## src/rtl/wb_axi4lite_pkg.sv

```systemverilog
// Shared types and AXI response helpers for the Wishbone to AXI4-lite bridge.
package wb_axi4lite_pkg;

  typedef enum logic [2:0] {
    S_IDLE    = 3'd0,
    S_WR      = 3'd1,
    S_WR_RESP = 3'd2,
    S_RD      = 3'd3,
    S_RD_RESP = 3'd4,
    S_DRAIN   = 3'd5
  } state_e;

  localparam logic [1:0] RESP_OKAY   = 2'b00;
  localparam logic [1:0] RESP_EXOKAY = 2'b01;
  localparam logic [1:0] RESP_SLVERR = 2'b10;
  localparam logic [1:0] RESP_DECERR = 2'b11;

  // SLVERR and DECERR are the only responses with bit 1 set.
  function automatic logic is_err(input logic [1:0] resp);
    return (resp == RESP_SLVERR) || (resp == RESP_DECERR);
  endfunction

endpackage

```

## src/rtl/bridge_timeout_cnt.sv

```systemverilog
// Down-counter that flags the cycle in which an outstanding request runs out of time.
module bridge_timeout_cnt #(
  parameter int unsigned TIMEOUT = 255
) (
  input  logic clk_i,
  input  logic rst_i,
  input  logic load_i,
  input  logic en_i,
  output logic expired_c
);

  localparam int unsigned CW = (TIMEOUT > 0) ? $clog2(TIMEOUT + 1) : 1;

  logic [CW-1:0] cnt_q;
  logic [CW-1:0] cnt_d;

  always_comb begin
    cnt_d = cnt_q;
    if (load_i) begin
      cnt_d = CW'(TIMEOUT);
    end else if (en_i && (cnt_q != '0)) begin
      cnt_d = cnt_q - CW'(1);
    end
  end

  always_ff @(posedge clk_i or posedge rst_i) begin
    if (rst_i) begin
      cnt_q <= '0;
    end else begin
      cnt_q <= cnt_d;
    end
  end

  // Fires on the decrement that takes the count to zero.
  assign expired_c = (TIMEOUT != 0) && en_i && (cnt_q == CW'(1));

endmodule

```

## src/rtl/wb_axi4lite_bridge.sv

```systemverilog
// Pipelined Wishbone slave to AXI4-lite master bridge, one outstanding request,
// with AXI error propagation and a timeout that drains the AXI side safely.
module wb_axi4lite_bridge
  import wb_axi4lite_pkg::*;
#(
  parameter int unsigned ADDR_WIDTH = 12,
  parameter int unsigned DATA_WIDTH = 32,
  parameter logic [2:0]  PROT       = 3'b000,
  parameter int unsigned TIMEOUT    = 255,
  localparam int unsigned LSB       = $clog2(DATA_WIDTH / 8),
  localparam int unsigned SW        = DATA_WIDTH / 8
) (
  input  logic                      clk_i,
  input  logic                      rst_i,
  input  logic                      wb_cyc_i,
  input  logic                      wb_stb_i,
  input  logic [ADDR_WIDTH-1:LSB]   wb_adr_i,
  input  logic [SW-1:0]             wb_sel_i,
  input  logic                      wb_we_i,
  input  logic [DATA_WIDTH-1:0]     wb_dat_i,
  output logic                      wb_ack_o,
  output logic                      wb_err_o,
  output logic                      wb_rty_o,
  output logic                      wb_stall_o,
  output logic [DATA_WIDTH-1:0]     wb_dat_o,
  output logic                      m_awvalid_o,
  input  logic                      m_awready_i,
  output logic [ADDR_WIDTH-1:0]     m_awaddr_o,
  output logic [2:0]                m_awprot_o,
  output logic                      m_wvalid_o,
  input  logic                      m_wready_i,
  output logic [DATA_WIDTH-1:0]     m_wdata_o,
  output logic [SW-1:0]             m_wstrb_o,
  input  logic                      m_bvalid_i,
  output logic                      m_bready_o,
  input  logic [1:0]                m_bresp_i,
  output logic                      m_arvalid_o,
  input  logic                      m_arready_i,
  output logic [ADDR_WIDTH-1:0]     m_araddr_o,
  output logic [2:0]                m_arprot_o,
  input  logic                      m_rvalid_i,
  output logic                      m_rready_o,
  input  logic [DATA_WIDTH-1:0]     m_rdata_i,
  input  logic [1:0]                m_rresp_i
);

  state_e state_q, state_d;

  logic                    aw_pend_q, aw_pend_d;
  logic                    w_pend_q,  w_pend_d;
  logic                    ar_pend_q, ar_pend_d;
  logic                    bready_q,  bready_d;
  logic                    rready_q,  rready_d;
  logic                    ack_q,     ack_d;
  logic                    err_q,     err_d;
  logic                    is_wr_q,   is_wr_d;
  logic [ADDR_WIDTH-1:LSB] adr_q,     adr_d;
  logic [DATA_WIDTH-1:0]   wdata_q,   wdata_d;
  logic [SW-1:0]           strb_q,    strb_d;
  logic [DATA_WIDTH-1:0]   rdata_q,   rdata_d;

  logic req_c, busy_c, timeout_c;
  logic aw_done_c, w_done_c, ar_done_c, drain_done_c;

  assign req_c     = wb_cyc_i & wb_stb_i & (state_q == S_IDLE);
  assign busy_c    = (state_q == S_WR) || (state_q == S_WR_RESP) ||
                     (state_q == S_RD) || (state_q == S_RD_RESP);
  assign aw_done_c = ~aw_pend_q | m_awready_i;
  assign w_done_c  = ~w_pend_q  | m_wready_i;
  assign ar_done_c = ~ar_pend_q | m_arready_i;

  // Leave DRAIN only once the response is taken and no valid would be retracted.
  assign drain_done_c = (is_wr_q ? (m_bvalid_i & bready_q) : (m_rvalid_i & rready_q)) &
                        aw_done_c & w_done_c & ar_done_c;

  bridge_timeout_cnt #(
    .TIMEOUT (TIMEOUT)
  ) u_timeout (
    .clk_i     (clk_i),
    .rst_i     (rst_i),
    .load_i    (req_c),
    .en_i      (busy_c),
    .expired_c (timeout_c)
  );

  always_ff @(posedge clk_i or posedge rst_i) begin
    if (rst_i) begin
      state_q <= S_IDLE;
    end else begin
      state_q <= state_d;
    end
  end

  // A response arriving in the expiry cycle takes priority over the timeout.
  always_comb begin
    state_d = state_q;
    case (state_q)
      S_IDLE: begin
        if (req_c) state_d = wb_we_i ? S_WR : S_RD;
      end
      S_WR: begin
        if (timeout_c)                  state_d = S_DRAIN;
        else if (aw_done_c && w_done_c) state_d = S_WR_RESP;
      end
      S_WR_RESP: begin
        if (m_bvalid_i)     state_d = S_IDLE;
        else if (timeout_c) state_d = S_DRAIN;
      end
      S_RD: begin
        if (timeout_c)        state_d = S_DRAIN;
        else if (m_arready_i) state_d = S_RD_RESP;
      end
      S_RD_RESP: begin
        if (m_rvalid_i)     state_d = S_IDLE;
        else if (timeout_c) state_d = S_DRAIN;
      end
      S_DRAIN: begin
        if (drain_done_c) state_d = S_IDLE;
      end
      default: state_d = S_IDLE;
    endcase
  end

  always_comb begin
    aw_pend_d = aw_pend_q & ~m_awready_i;
    w_pend_d  = w_pend_q  & ~m_wready_i;
    ar_pend_d = ar_pend_q & ~m_arready_i;
    ack_d     = 1'b0;
    err_d     = 1'b0;
    is_wr_d   = is_wr_q;
    adr_d     = adr_q;
    wdata_d   = wdata_q;
    strb_d    = strb_q;
    rdata_d   = rdata_q;
    case (state_q)
      S_IDLE: begin
        if (req_c) begin
          is_wr_d   = wb_we_i;
          adr_d     = wb_adr_i;
          wdata_d   = wb_dat_i;
          strb_d    = wb_sel_i;
          aw_pend_d = wb_we_i;
          w_pend_d  = wb_we_i;
          ar_pend_d = ~wb_we_i;
        end
      end
      S_WR, S_RD: begin
        err_d = timeout_c;
      end
      S_WR_RESP: begin
        if (m_bvalid_i) begin
          ack_d = ~is_err(m_bresp_i);
          err_d = is_err(m_bresp_i);
        end else begin
          err_d = timeout_c;
        end
      end
      S_RD_RESP: begin
        if (m_rvalid_i) begin
          rdata_d = m_rdata_i;
          ack_d   = ~is_err(m_rresp_i);
          err_d   = is_err(m_rresp_i);
        end else begin
          err_d = timeout_c;
        end
      end
      default: ;
    endcase
    bready_d = (state_d == S_WR_RESP) || ((state_d == S_DRAIN) && is_wr_d);
    rready_d = (state_d == S_RD_RESP) || ((state_d == S_DRAIN) && !is_wr_d);
  end

  always_ff @(posedge clk_i or posedge rst_i) begin
    if (rst_i) begin
      aw_pend_q <= 1'b0;
      w_pend_q  <= 1'b0;
      ar_pend_q <= 1'b0;
      bready_q  <= 1'b0;
      rready_q  <= 1'b0;
      ack_q     <= 1'b0;
      err_q     <= 1'b0;
      is_wr_q   <= 1'b0;
      adr_q     <= '0;
      wdata_q   <= '0;
      strb_q    <= '0;
      rdata_q   <= '0;
    end else begin
      aw_pend_q <= aw_pend_d;
      w_pend_q  <= w_pend_d;
      ar_pend_q <= ar_pend_d;
      bready_q  <= bready_d;
      rready_q  <= rready_d;
      ack_q     <= ack_d;
      err_q     <= err_d;
      is_wr_q   <= is_wr_d;
      adr_q     <= adr_d;
      wdata_q   <= wdata_d;
      strb_q    <= strb_d;
      rdata_q   <= rdata_d;
    end
  end

  assign wb_ack_o    = ack_q;
  assign wb_err_o    = err_q;
  assign wb_rty_o    = 1'b0;
  assign wb_stall_o  = wb_cyc_i & wb_stb_i & (state_q != S_IDLE);
  assign wb_dat_o    = rdata_q;
  assign m_awvalid_o = aw_pend_q;
  assign m_awaddr_o  = {adr_q, {LSB{1'b0}}};
  assign m_awprot_o  = PROT;
  assign m_wvalid_o  = w_pend_q;
  assign m_wdata_o   = wdata_q;
  assign m_wstrb_o   = strb_q;
  assign m_bready_o  = bready_q;
  assign m_arvalid_o = ar_pend_q;
  assign m_araddr_o  = {adr_q, {LSB{1'b0}}};
  assign m_arprot_o  = PROT;
  assign m_rready_o  = rready_q;

endmodule
```

## config.mk

```make
export PLATFORM = sky130hd
export DESIGN_NAME = wb_axi4lite_bridge
export DESIGN_NICKNAME = d
export VERILOG_FILES = /design/src/rtl/wb_axi4lite_pkg.sv /design/src/rtl/bridge_timeout_cnt.sv /design/src/rtl/wb_axi4lite_bridge.sv
export SDC_FILE = /design/constraint.sdc
export NUM_CORES = 1
export LEC_CHECK = 0
export ABC_CLOCK_PERIOD_IN_PS = 6300
export BUFFER_PORTS_ARGS = -buffer_cell sky130_fd_sc_hd__buf_2
export CAP_MARGIN = 20
export CORE_UTILIZATION = 33
export CTS_BUF_LIST = sky130_fd_sc_hd__clkbuf_8 sky130_fd_sc_hd__clkbuf_16
export DETAILED_ROUTE_END_ITERATION = 7
export GPL_TIMING_DRIVEN = 0
export PLACE_DENSITY_LB_ADDON = 0.25
export SLEW_MARGIN = 20
export SYNTH_ARGS = -nofsm -noshare
export SYNTH_HDL_FRONTEND = slang
export SYNTH_HIERARCHICAL = 1
export SYNTH_SLANG_ARGS = --single-unit
```

## constraint.sdc

```tcl
create_clock -name clk_i -period 6.3 [get_ports clk_i]
set_input_delay 1.26 -clock clk_i [delete_from_list [all_inputs] [get_ports clk_i]]
set_output_delay 1.26 -clock clk_i [all_outputs]
set_load 0.01 [all_outputs]
```

Yosys cells after proc, flatten, opt, wreduce, memory -nomap -nowiden
Cells that the tools add are included.
Widths: inputs -> output; s select.
{"block": "classes", "add_sub_neg": 1, "mux": 28, "bitwise_logic": 23, "reduce_logical": 20, "eq_ne": 13}
{"op": "$mux 3", "n": 9}
{"op": "$pmux 3 s6", "n": 1}
{"op": "$mux 8", "n": 2}
{"op": "$mux 1", "n": 13}
{"op": "$eq 3x3->1 const B", "n": 4}
{"op": "$and 1x1->1", "n": 11}
{"op": "$eq 3x2->1 const B", "n": 3}
{"op": "$not 1->1", "n": 9}
{"op": "$eq 2x2->1 const B", "n": 4}
{"op": "$eq 8x1->1 const B", "n": 1}
{"op": "$reduce_bool 8->1", "n": 1}
{"op": "$sub 8x1->8 const B", "n": 1}
{"op": "$logic_or 1x1->1", "n": 7}
{"op": "$logic_and 1x1->1", "n": 5}
{"op": "$reduce_and 2->1", "n": 2}
{"op": "$eq 3x1->1 const B", "n": 1}
{"op": "$logic_not 3->1", "n": 1}
{"op": "$or 1x1->1", "n": 3}
{"op": "$pmux 1 s3", "n": 1}
{"op": "$reduce_bool 3->1", "n": 1}
{"op": "$mux 2", "n": 1}
{"op": "$pmux 1 s2", "n": 1}
{"op": "$reduce_bool 2->1", "n": 1}
{"op": "$reduce_or 2->1", "n": 1}
{"op": "$logic_not 1->1", "n": 1}
{"block": "totals", "word_cells": 99, "register_bits": 97}

Longest topological paths before layout
{"block": "logic_depth", "ltp_word": 11, "depth_mapped": 9, "ltp_nobuf": 9}

Modules after synthesis
Netlist, hierarchy kept.
{"mod": "wb_axi4lite_bridge", "area_per_inst_um2": 3731.1, "cells_each": 256, "n_inst": 1}
{"mod": "bridge_timeout_cnt", "area_per_inst_um2": 508.0, "cells_each": 52, "n_inst": 1}

Worst setup path after synthesis
No wires, ideal clock.
{"block": "synth_timing", "path_kind": "flip-flop to flip-flop", "start": "register u_timeout.cnt_q[5]", "end": "register bready_q, in the netlist m_bready_o", "required_time_ns": 6.175, "t_arrival_ns": 2.679, "slack_ns": 3.496, "setup_ns": 0.125, "stages_incl_launch_ff": 7, "path_cell_list": "dfrtp_1 > or4_4 > nor4_1 > nor2b_1 > o311ai_1 > a311oi_4 > mux2_4"}
{"block": "synth_via", "elab_chain_cells": 8}
{"item": "start: declaration", "line": "bridge_timeout_cnt.sv:14", "text": "logic [CW-1:0] cnt_q;"}
{"item": "start signal: assignment", "line": "bridge_timeout_cnt.sv:30", "text": "cnt_q <= cnt_d;"}
{"item": "$eq 8x1->1 (*)", "line": "bridge_timeout_cnt.sv:35", "text": "assign expired_c = (TIMEOUT != 0) && en_i && (cnt_q == CW'(1));"}
{"item": "$logic_and 1x1->1 (*)", "line": "bridge_timeout_cnt.sv:35"}
{"item": "named net timeout_c", "line": "wb_axi4lite_bridge.sv:62", "text": "logic req_c, busy_c, timeout_c;"}
{"item": "$mux 3", "line": "wb_axi4lite_bridge.sv:107, wb_axi4lite_bridge.sv:115"}
{"item": "$mux 3, on equally long branches", "line": "wb_axi4lite_bridge.sv:114, wb_axi4lite_bridge.sv:106"}
{"item": "$pmux 3 s6 (*)", "line": "wb_axi4lite_bridge.sv:97", "text": "case (state_q)"}
{"item": "$eq 3x3->1", "line": "wb_axi4lite_bridge.sv:169", "text": "bready_d = (state_d == S_WR_RESP) || ((state_d == S_DRAIN) && is_wr_d);"}
{"item": "$logic_and 1x1->1", "line": "wb_axi4lite_bridge.sv:169"}
{"item": "$logic_or 1x1->1 (*)", "line": "wb_axi4lite_bridge.sv:169"}
{"item": "named net bready_d", "line": "wb_axi4lite_bridge.sv:52", "text": "logic bready_q, bready_d;"}
{"item": "end signal: assignment", "line": "wb_axi4lite_bridge.sv:191", "text": "bready_q <= bready_d;"}
{"item": "end: declaration", "line": "wb_axi4lite_bridge.sv:52"}
Mark *: on every way through the listed nets, which the timed path passes. The rest lies on a longest branch.
A chain may end at the register's enable or synchronous reset.

Worst setup path after layout
{"block": "layout_timing", "start": "input port wb_stb_i", "end": "output port wb_stall_o"}
{"block": "layout_via", "elab_chain_cells": 2}
{"item": "start: declaration", "line": "wb_axi4lite_bridge.sv:16", "text": "input logic wb_stb_i,"}
{"item": "$and 1x1->1 (2 in series)", "line": "wb_axi4lite_bridge.sv:206", "text": "assign wb_stall_o = wb_cyc_i & wb_stb_i & (state_q != S_IDLE);"}
{"item": "end: declaration", "line": "wb_axi4lite_bridge.sv:24", "text": "output logic wb_stall_o,"}
Every way passes these cells.

==> results.md <==
* Crit Path Class: in2out
* Crit-path max FO at 2
* Minimum clock period at 2.88 ns
* I/O pins at 199
* Period utilization at 45.8%
* Final GP Congestion at 0.753
* Dominant synthesized flop cell: dfrtp_1
* Max stage delay on crit path at 0.13 ns
* Nets at 610
* Synth warn at 6
* Antenna diodes at 0
* Pre-CTS WS at 3.42 ns
* Largest net degree at the start of global routing at 46
* Clock Skews at 0.00585 ns
* Clock Path Buffers at 2
* Post-synthesis async set-or-reset flop share at 100%
* Hold_buf cts at 0
* Synth area leader: dfrtp_1
* Run status: completed
* Worst setup SP type: input pin
* Via density at 4.43
* HP Class: reg2reg
* Worst slew pin tran at 0.850 ns
* Die Y at 115 um
* CP endpoint kind: output pin
* Crit path launch: wb_stb_i
* CTS Sinks at 97
* Synthesis-to-finish area growth at 36.2%
* Tot GR Track Use at 14.3%
* Synthesized area per cell at 13.8 um^2
* Power Density at 464 nW/um^2
* Iteration-0 DRC Markers at 66
* Most frequent CP cell: buf_2
* Initial Utilization at 33.7%
* CTS Root Cell: clkbuf_16
* Post-synth top area share at 57.3%
* Unrepaired setup endpoints after global routing: no
* Max-slew violation count at 0
* EDFF count, synth at 0
* Vias at 3065
* Slowest library cell on the worst path: buf_2
* Global-route wire length before repair at 14400 um
* Fillcell total at 1170
* CP arrival at 1.62 ns
* FMAX at 347 MHz
* Hold Vio Cnt, Final at 0
* Worst setup margin at 3.42 ns
* CP cell instances: buf_2 > nand2_1 > nor2_1 > buf_2
* Htree depth at 3
* Worst r2r src: u_timeout/cnt_q[5]
* Area of the multi-input gates at 1600 um^2
* Worst slew margin at 42.8%
* Worst vdd ir at 251 uV
* Placeable Area at 12600 um^2
* Ranking of synthesized cells by area: dfrtp_1 57%, mux2_2 21%, buf_4 4.3%
* Final cell count without fillers at 692
* Drt first pass iters at 4
* Setup TNS Final at 0 ns
* Num CTS Buffers at 9
* Yosys cell types at 52
* Die Area at 13300 um^2
* Chip Width at 115 um
* Final setup viols at 0
* Hold Slack at 0.501 ns
* Sequential area share after synthesis at 57.3%
* Vias in the first global route at 2997
* Antenna viol nets, final at 0
* Drt total wl at 9040 um
* Min-Delay Startpoint: m_wdata_o[31]
* Num rows at 41
* Average routed wire per standard cell at 13.1 um
* GRT overflow at 0
* Final HPWL DP at 7000 um
* Netlist Area Pre-Place at 4240 um^2
* Util after Layout at 45.9%
* Clk slew on worst S/H paths at 0.06 ns
* TritonCTS clock tree: yes
* Layout cell share with drive strength beyond 1 at 63.7%
* DRC at 0
* Leak pwr at 2.90 nW
* Number of post-CTS setup repair buffers at 0
* Clock Latency Late Sink at 0.35 ns
* Post-placement cell count at 676
* Flops & latches, synth at 97
* Sequential cell area at 2430 um^2
* Worst EP required at 5.04 ns
* Antenna violations before repair at 0
* Max-cap violations at 0
* Post-CTS resize count at 0
* Mapped Cells at 308
* Number of port buffers at 185
## critical path, delay by kind of cell
kind / cells / cell delay [ns]
buffers and inverters: 2 / 0.23
AND/OR/NAND/NOR: 2 / 0.13
## power by group
| part | internal (mW) | switching [mW] |
|---|---|---|
| Clock | 0.359 | 0.236 |
| Sequential | 0.902 | 0.161 |
| Combinational | 0.550 | 0.469 |
| Total | 1.81 | 0.867 |
## kinds of logic after synthesis
group | Yosys count | synth area share (%)
AOI/OAI and AO/OA | 22 | 4.90
xor gates and xnor gates | 4 | 0.826
adders and majority gates | 3 | 0.886
buffers and inverters | 41 | 5.96
DFF | 97 | 57.3
muxes | 83 | 22.0
other | 1 | 0.0885
and+or+nand+nor | 57 | 8.03
## per-stage QoR
stage               power [mW]  cell area [um^2]
floorplan                 1.69              4280
global placement          2.07              5420
detailed placement        2.11              5450
CTS                       2.72              5770
global route              2.86              5770
finish                    2.68              5770
## per-layer routing
| layer | vias up | part of all wire, % | GRT usage [%] |
|---|---|---|---|
| met3 | 12 | 8.6 | 5.85 |
| met5 | - | 0 | 0 |
| met2 | 122 | 49 | 22.9 |
| li1 | 1460 | - | - |
| met1 | 1471 | 41 | 16.5 |
| met4 | 0 | 2.1 | 7.62 |
## cells in the mapped netlist (2+ instances only)
master	n
a21oi_1	2
a22oi_1	2
buf_2	7
buf_4	24
dfrtp_1	97
ha_1	3
inv_1	8
mux2_2	79
mux2i_1	3
nand2_1	12
nand2b_1	5
nand3_1	2
nor2_1	10
nor2b_1	7
nor3_2	2
nor3b_1	2
nor4_1	3
o22ai_1	3
xnor2_1	4
## cell type report
type | instances | share of cell area, %
well taps | 172 | 3.73
flip-flops and latches | 97 | 42.0
multi-input cells | 180 | 27.8
inverters | 9 | 0.628
repair buffers | 186 | 16.4
plain buffers | 32 | 3.79
clock inverters | 6 | 1.54
clock buffers | 10 | 4.14
## path summary, 6_finish.rpt
path,cells after the start,slack [ns],end
worst min-delay path,1,0.50,m_wdata_o[31]
max in group asynchronous,3,4.70,m_wdata_o[27]
worst max register to register,6,3.50,m_bready_o
worst max-delay path,4,3.42,wb_stall_o
worst min register to register,1,0.50,m_wdata_o[31]
min in group asynchronous,2,0.89,u_timeout/cnt_q[7]
## registers in the layout (all words and copies together), names as in the netlist
| register | count |
|---|---|
| adr_q | 10 |
| is_wr_q | 1 |
| m_arvalid_o | 1 |
| m_awvalid_o | 1 |
| m_bready_o | 1 |
| m_rready_o | 1 |
| m_wdata_o | 32 |
| m_wstrb_o | 4 |
| m_wvalid_o | 1 |
| state_q | 3 |
| u_timeout/cnt_q | 8 |
| wb_ack_o | 1 |
| wb_dat_o | 32 |
| wb_err_o | 1 |
## cells in the final DEF (no fill, tap or decap), drive strengths merged, types with 4 or more instances in the layout
master	instances
nand2b	5
mux2	80
nand2	12
conb	11
nor2	11
nor2b	7
clkbuf	11
buf	217
nor4	4
xnor2	4
dfrtp	97
inv	10
Note: power is estimated with default switching activity, not from simulation.
